--- src/rtl/vend_pkg.sv ---
// Shared types and helpers for the vending controller.
package vend_pkg;

    typedef enum logic [1:0] {
        IDLE     = 2'd0,
        CREDIT   = 2'd1,
        DISPENSE = 2'd2,
        CHANGE   = 2'd3
    } vend_state_e;

    localparam int DEF_CREDIT_W = 8;
    localparam int DEF_COIN_W   = 4;
    localparam int PRICE_VEC_W  = 1024;

    // Extracts price slice idx (w bits wide) from the packed price vector.
    function automatic logic [31:0] price_slice(input logic [PRICE_VEC_W-1:0] prices,
                                                input int idx, input int w);
        logic [PRICE_VEC_W-1:0] sh;
        logic [31:0]            mask;
        sh   = prices >> (idx * w);
        mask = (w >= 32) ? 32'hFFFF_FFFF : ((32'd1 << w) - 32'd1);
        return sh[31:0] & mask;
    endfunction

endpackage

--- src/rtl/vending_fsm_sel_decode.sv ---
// Button decoder: flags a single pressed button, multiple presses, and the pressed index.
module sel_decode #(
    parameter int N_PRODUCTS = 2,
    parameter int IDX_W      = 1
) (
    input  logic [N_PRODUCTS-1:0] sel,
    output logic                  valid_onehot,
    output logic                  multi_error,
    output logic [IDX_W-1:0]      index
);

    int pressed;

    always_comb begin
        pressed = 0;
        index   = '0;
        for (int i = 0; i < N_PRODUCTS; i++) begin
            if (sel[i]) begin
                pressed = pressed + 1;
                index   = IDX_W'(i);
            end
        end
        valid_onehot = (pressed == 1);
        multi_error  = (pressed > 1);
    end

endmodule

--- src/rtl/vending_fsm.sv ---
// Vending controller: coin credit, one-hot product selection, dispense and change.
// Optional idle-credit refund timer enabled with `define VEND_TIMEOUT_EN.
module vending_fsm
    import vend_pkg::*;
#(
    parameter int N_PRODUCTS = 2,
    parameter int CREDIT_W   = DEF_CREDIT_W,
    parameter int COIN_W     = DEF_COIN_W,
    parameter int MAX_CREDIT = 200,
    parameter logic [N_PRODUCTS*CREDIT_W-1:0] PRICES = {8'd3, 8'd5}
`ifdef VEND_TIMEOUT_EN
    , parameter int TIMEOUT_CYC = 1000
`endif
) (
    input  logic                  clk,
    input  logic                  rst_n,
    input  logic                  coin_valid,
    input  logic [COIN_W-1:0]     coin_value,
    input  logic [N_PRODUCTS-1:0] sel,
    input  logic                  cancel,
    output logic [N_PRODUCTS-1:0] dispense,
    output logic                  change_valid,
    output logic [CREDIT_W-1:0]   change_amount,
    output logic                  coin_reject,
    output logic                  sel_error,
    output logic [CREDIT_W-1:0]   credit,
    output logic                  busy
);

    localparam int IDX_W = (N_PRODUCTS > 1) ? $clog2(N_PRODUCTS) : 1;
    localparam logic [PRICE_VEC_W-1:0] PRICES_EXT = PRICE_VEC_W'(PRICES);

    logic [CREDIT_W-1:0] price_arr [N_PRODUCTS];

    for (genvar g = 0; g < N_PRODUCTS; g++) begin : g_price
        localparam int P = int'(price_slice(PRICES_EXT, g, CREDIT_W));
        assign price_arr[g] = CREDIT_W'(P);
        if (P == 0) begin : g_zero_price
            $error("vending_fsm: price of product %0d is zero", g);
        end
        if (P > MAX_CREDIT) begin : g_price_high
            $error("vending_fsm: price of product %0d exceeds MAX_CREDIT", g);
        end
    end

    if (longint'(MAX_CREDIT) >= (longint'(1) << CREDIT_W)) begin : g_max_credit_wide
        $error("vending_fsm: MAX_CREDIT does not fit in CREDIT_W bits");
    end
    if (COIN_W > CREDIT_W) begin : g_coin_wide
        $error("vending_fsm: COIN_W wider than CREDIT_W");
    end

    vend_state_e             state_q, state_d;
    logic [CREDIT_W-1:0]     credit_q, credit_d;
    logic [N_PRODUCTS-1:0]   dispense_q, dispense_d;
    logic                    change_valid_q, change_valid_d;
    logic [CREDIT_W-1:0]     change_amount_q, change_amount_d;
    logic                    coin_reject_q, coin_reject_d;
    logic                    sel_error_q, sel_error_d;
    logic                    busy_q, busy_d;

    logic                    sel_onehot, sel_multi;
    logic [IDX_W-1:0]        sel_idx;
    logic [CREDIT_W-1:0]     sel_price;
    logic                    sel_take;
    logic [CREDIT_W:0]       coin_sum;
    logic                    coin_fits;
    logic                    timeout;

    sel_decode #(
        .N_PRODUCTS (N_PRODUCTS),
        .IDX_W      (IDX_W)
    ) u_sel_decode (
        .sel          (sel),
        .valid_onehot (sel_onehot),
        .multi_error  (sel_multi),
        .index        (sel_idx)
    );

    // One extra bit on the sum so an oversize coin cannot wrap into range.
    assign coin_sum  = {1'b0, credit_q} + (CREDIT_W+1)'(coin_value);
    assign coin_fits = (coin_sum <= (CREDIT_W+1)'(MAX_CREDIT));
    assign sel_price = price_arr[sel_idx];
    assign sel_take  = sel_onehot && (credit_q >= sel_price);

`ifdef VEND_TIMEOUT_EN
    localparam int CNT_W = (TIMEOUT_CYC > 1) ? $clog2(TIMEOUT_CYC) : 1;
    logic [CNT_W-1:0] cnt_q, cnt_d;
    logic             to_clear;

    always_comb begin
        to_clear = (coin_valid && coin_fits) || (sel != '0);
        timeout  = 1'b0;
        cnt_d    = '0;
        if (state_q == CREDIT && !to_clear) begin
            if (cnt_q == CNT_W'(TIMEOUT_CYC - 1)) timeout = 1'b1;
            else                                  cnt_d   = cnt_q + 1'b1;
        end
    end

    always_ff @(posedge clk or negedge rst_n) begin
        if (!rst_n) cnt_q <= '0;
        else        cnt_q <= cnt_d;
    end
`else
    assign timeout = 1'b0;
`endif

    always_comb begin
        state_d         = state_q;
        credit_d        = credit_q;
        dispense_d      = '0;
        change_valid_d  = 1'b0;
        change_amount_d = '0;
        coin_reject_d   = 1'b0;
        sel_error_d     = 1'b0;
        unique case (state_q)
            IDLE, CREDIT: begin
                if (sel_take) begin
                    // A coin arriving with an accepted selection is returned.
                    state_d             = DISPENSE;
                    credit_d            = credit_q - sel_price;
                    dispense_d[sel_idx] = 1'b1;
                    coin_reject_d       = coin_valid;
                end else begin
                    sel_error_d = sel_onehot || sel_multi;
                    if (state_q == CREDIT && (cancel || timeout)) begin
                        state_d         = CHANGE;
                        change_valid_d  = 1'b1;
                        change_amount_d = credit_q;
                        credit_d        = '0;
                        coin_reject_d   = coin_valid;
                    end else if (coin_valid) begin
                        if (coin_fits) begin
                            credit_d = coin_sum[CREDIT_W-1:0];
                            state_d  = (coin_sum != '0) ? CREDIT : IDLE;
                        end else begin
                            coin_reject_d = 1'b1;
                        end
                    end
                end
            end
            DISPENSE: begin
                coin_reject_d = coin_valid;
                if (credit_q != '0) begin
                    state_d         = CHANGE;
                    change_valid_d  = 1'b1;
                    change_amount_d = credit_q;
                    credit_d        = '0;
                end else begin
                    state_d = IDLE;
                end
            end
            CHANGE: begin
                coin_reject_d = coin_valid;
                state_d       = IDLE;
            end
            default: state_d = IDLE;
        endcase
        busy_d = (state_d == DISPENSE) || (state_d == CHANGE);
    end

    always_ff @(posedge clk or negedge rst_n) begin
        if (!rst_n) begin
            state_q         <= IDLE;
            credit_q        <= '0;
            dispense_q      <= '0;
            change_valid_q  <= 1'b0;
            change_amount_q <= '0;
            coin_reject_q   <= 1'b0;
            sel_error_q     <= 1'b0;
            busy_q          <= 1'b0;
        end else begin
            state_q         <= state_d;
            credit_q        <= credit_d;
            dispense_q      <= dispense_d;
            change_valid_q  <= change_valid_d;
            change_amount_q <= change_amount_d;
            coin_reject_q   <= coin_reject_d;
            sel_error_q     <= sel_error_d;
            busy_q          <= busy_d;
        end
    end

    assign dispense      = dispense_q;
    assign change_valid  = change_valid_q;
    assign change_amount = change_amount_q;
    assign coin_reject   = coin_reject_q;
    assign sel_error     = sel_error_q;
    assign credit        = credit_q;
    assign busy          = busy_q;

endmodule
--- config.mk ---
export PLATFORM = sky130hd
export DESIGN_NAME = vending_fsm
export DESIGN_NICKNAME = d
export VERILOG_FILES = /design/src/rtl/vend_pkg.sv /design/src/rtl/vending_fsm_sel_decode.sv /design/src/rtl/vending_fsm.sv
export SDC_FILE = /design/constraint.sdc
export NUM_CORES = 1
export LEC_CHECK = 0
export ABC_AREA = 1
export CAP_MARGIN = 20
export CORE_ASPECT_RATIO = 2
export CORE_MARGIN = 5
export CORE_UTILIZATION = 48
export CTS_BUF_LIST = sky130_fd_sc_hd__clkbuf_4 sky130_fd_sc_hd__clkbuf_8
export DETAILED_ROUTE_END_ITERATION = 7
export GPL_TIMING_DRIVEN = 0
export HOLD_SLACK_MARGIN = 0.08
export PLACE_DENSITY = 0.75
export REMOVE_ABC_BUFFERS = 1
export SKIP_CTS_REPAIR_TIMING = 1
export SYNTH_ARGS = -nofsm -noshare
export SYNTH_HDL_FRONTEND = slang
export SYNTH_SLANG_ARGS = --single-unit
--- constraint.sdc ---
create_clock -name clk -period 2.2 [get_ports clk]
set_input_delay 0.44 -clock clk [delete_from_list [all_inputs] [get_ports clk]]
set_output_delay 0.44 -clock clk [all_outputs]
set_load 0.03 [all_outputs]
==> results.toml <==
[grt]
grt_start_max_net_pins = 24
grt_usage_pct = 18.1
grt_pass1_vias = 1521
grt_overflow = 0
grt_antenna_before_repair = 0
grt_pass1_wl_microns = 6690

[route]
vias_per_cell = 5.52
wire_per_inst_microns = 14.5
drt-total-wl_microns = 4210
drt_iter0_markers = 81
ant_nets = 0
dr.pass1.iters = 4
num_vias = 1606
remaining_drc_errors = 0

[clock_tree]
cts_max_level = 1
clk_latency_ns = 0.26
cts_buffers = 3
cts.sinks = 23
cts_tree = "done"
cts_buffer_depth = 2
path_clk_slew_ns = 0.08
root_buffer = "clkbuf_8"

[floorplan]
core.rowCount = 30
core_sq_mm = 0.00334
io_pins = 32
die_area_sq_mm = 0.00472
dieWidth_microns = 51.2
initial_core_util_pct = 48.7
die_height_microns = 92.3

[logic_synthesis]
yosysTopAreaCell = "dfrtp_1"
yosys_register_bits = 23
yosys-top-cells-count = "nand2_1 (49), inv_1 (34), dfrtp_1 (23)"
async_flop_share_pct = 100
synth-edff-count = 0
yosys_warnings = 0
synth_most_common_cell = "nand2_1"
synthesis.instances = 217
yosys-top-cells-area = "dfrtp_1 (35%), nand2_1 (11%), inv_1 (7.8%), ha_1 (6.2%), nand3_1 (6.2%)"
yosysSeqAreaShare_pct = 35.4
ys.flop_type = "dfrtp_1"
syn_area_sq_mm = 0.00163
synth_area_per_cell_sq_um = 7.50
synth_top_area_share_pct = 35.4
synth_cell_types = 29

[finish]
fill_cells = 280
multi_input_comb_area_sq_mm = 0.00102
num-nets-final = 280
synthToLayoutAreaGrowth_pct = 36.9
seq_area_sq_um = 578
drive_gt1_share_pct = 22.0
final_core_util_pct = 66.7
antenna_cells = 0
stdcell_count = 291

[setup_path]
cp_max_fo = 14
cp_num_buf_inv = 1
end_kind = "flop"
cpMaxStageDelayCell = "o311ai_0"
cp.arrival_ns = 2.42
cp.required_ns = 2.33
regToRegStartpoint = "credit[1]"
critPathLaunch = "credit[1]"
start_kind = "flop"
path_class = "reg -> reg"
cp_common_cell = "nor2_1"
crit_family = "compound AO/OA/AOI/OAI gates"
cpPeakStageDelay_ns = 0.60
path_cells = "inv_1, fa_1, nor2_1, nor2_1, nand3_1, nand2_4, o311ai_0, o21ai_2"

[sta]
slew_headroom_pct = 51.7
whs_ns = 0.423
setup_ws_ns = -0.0857
period_share_pct = 104
hold_viol = 0
rsz0062_at_grt = "yes"
fmax_ghz = 0.438
worst_pin_slew_ns = 0.720
setup_viol = 8
clock_skew_ns = 0.00379
fin_crit_ns = 2.29
drv_slew = 0

[job]
cap_violations = 0

[place]
dp.cells = 277
pre_cts_slack_ns = -0.694
place_hpwl_microns = 3170
port_buffers = 31
routabilityCongestion = 0.910

[min_path]
holdCritPathClass = "in -> async"

[power_and_ir_drop]
p_leak_uw = 0.00112
power_density_mw_per_mm2 = 1550
ir_drop_mv = 0.772

[run_status]
status = "complete, but fails checks"
violations = "negative setup slack"
[worst paths after layout]
path	to	slack (ns)	cells past startpoint
worst max-delay path	credit[4]	-0.09	8
worst min-delay path	credit[6]	0.42	1
worst max register to register	credit[4]	-0.09	8
worst min register to register	credit[1]	0.59	2
max in group asynchronous	credit[0]	1.38	2
min in group clk	dispense[0]	0.49	2
[power breakdown]
group	switching, uW	leakage, uW	internal [uW]
Sequential	193	0.000297	590
Clock	126	0.0000262	141
Combinational	1470	0.000795	923
[sequential cells by signal, indices dropped and copies added (netlist names)]
name,flops
dispense,2
change_amount,8
busy,1
credit,8
state_q,1
coin_reject,1
sel_error,1
change_valid,1
[final cells by class]
| cell class | instances | share of cell area (%) |
|---|---|---|
| Clock buffer | 4 | 2.19 |
| Inverter | 36 | 6.07 |
| Multi-Input combinational cell | 156 | 45.8 |
| Sequential cell | 23 | 26.0 |
| Tap cell | 32 | 1.80 |
| Timing Repair Buffer | 40 | 18.2 |
[worst reg2reg max path, delay by kind of cell, from the launching register on]
kind            cells  cell delay, ns
fa+ha+maj           1            0.44
compound gates      2            0.72
simple gates        4            0.43
buf+inv             1            0.12
flops               1            0.44
[cell usage in the layout, fill, tap and decap left out]
cell / synthesis / final
o211ai_1: 2 / 2
inv_1: 34 / 32
nand2_2: 5 / 9
ha_1: 8 / 5
xnor2_1: 1 / 1
nand4_1: 4 / 4
dlymetal6s2s_1: 0 / 3
nor2_1: 14 / 13
xor2_2: 1 / 1
nand3_2: 2 / 3
buf_4: 1 / 8
nor2_2: 2 / 3
buf_16: 0 / 1
nand2_8: 0 / 2
a21oi_1: 8 / 7
nor3_2: 2 / 2
inv_2: 2 / 4
o21ai_0: 11 / 11
a21oi_2: 0 / 1
o311ai_0: 1 / 1
a21o_1: 1 / 1
xor2_4: 0 / 1
nand2_1: 49 / 42
nand3_1: 20 / 19
or2_2: 1 / 1
dfrtp_2: 0 / 2
nor3_1: 10 / 10
o21ai_2: 8 / 8
o21ai_1: 1 / 1
nand2_4: 1 / 3
dfrtp_1: 23 / 21
ha_4: 0 / 3
fa_2: 0 / 1
fa_1: 2 / 1
clkbuf_4: 0 / 1
clkdlybuf4s50_1: 0 / 28
clkbuf_8: 0 / 3
[cells by family after synthesis]
family / count (synthesis) / share of synthesized area [%]
buffers and inverters: 39 / 10.0
XOR/XNOR: 3 / 2.08
adder cells (fa/ha/maj): 10 / 8.62
AND/OR/NAND/NOR: 110 / 31.5
AO/OA/AOI/OAI: 32 / 12.4
flip-flops: 23 / 35.4
[routing by layer]
metal,global-route usage (%),part of all wire (%),vias to the layer above
met4,7.42,5.6,0
met2,35.1,55,62
met3,0.966,3.7,28
met1,19.1,36,730
met5,0,0,-
li1,-,-,786
[through the flow]
stage	TNS, ns	power (uW)	instance area (sq um)
after floorplan	-1.54	2190	1600
after global routing	-1.41	3730	2230
after CTS	-5.52	3110	2000
final	-0.510	3450	2230
after global placement	-10.69	2790	1950
after detailed placement	-11.49	2840	1950
Note: power is estimated with default switching activity, not from simulation.
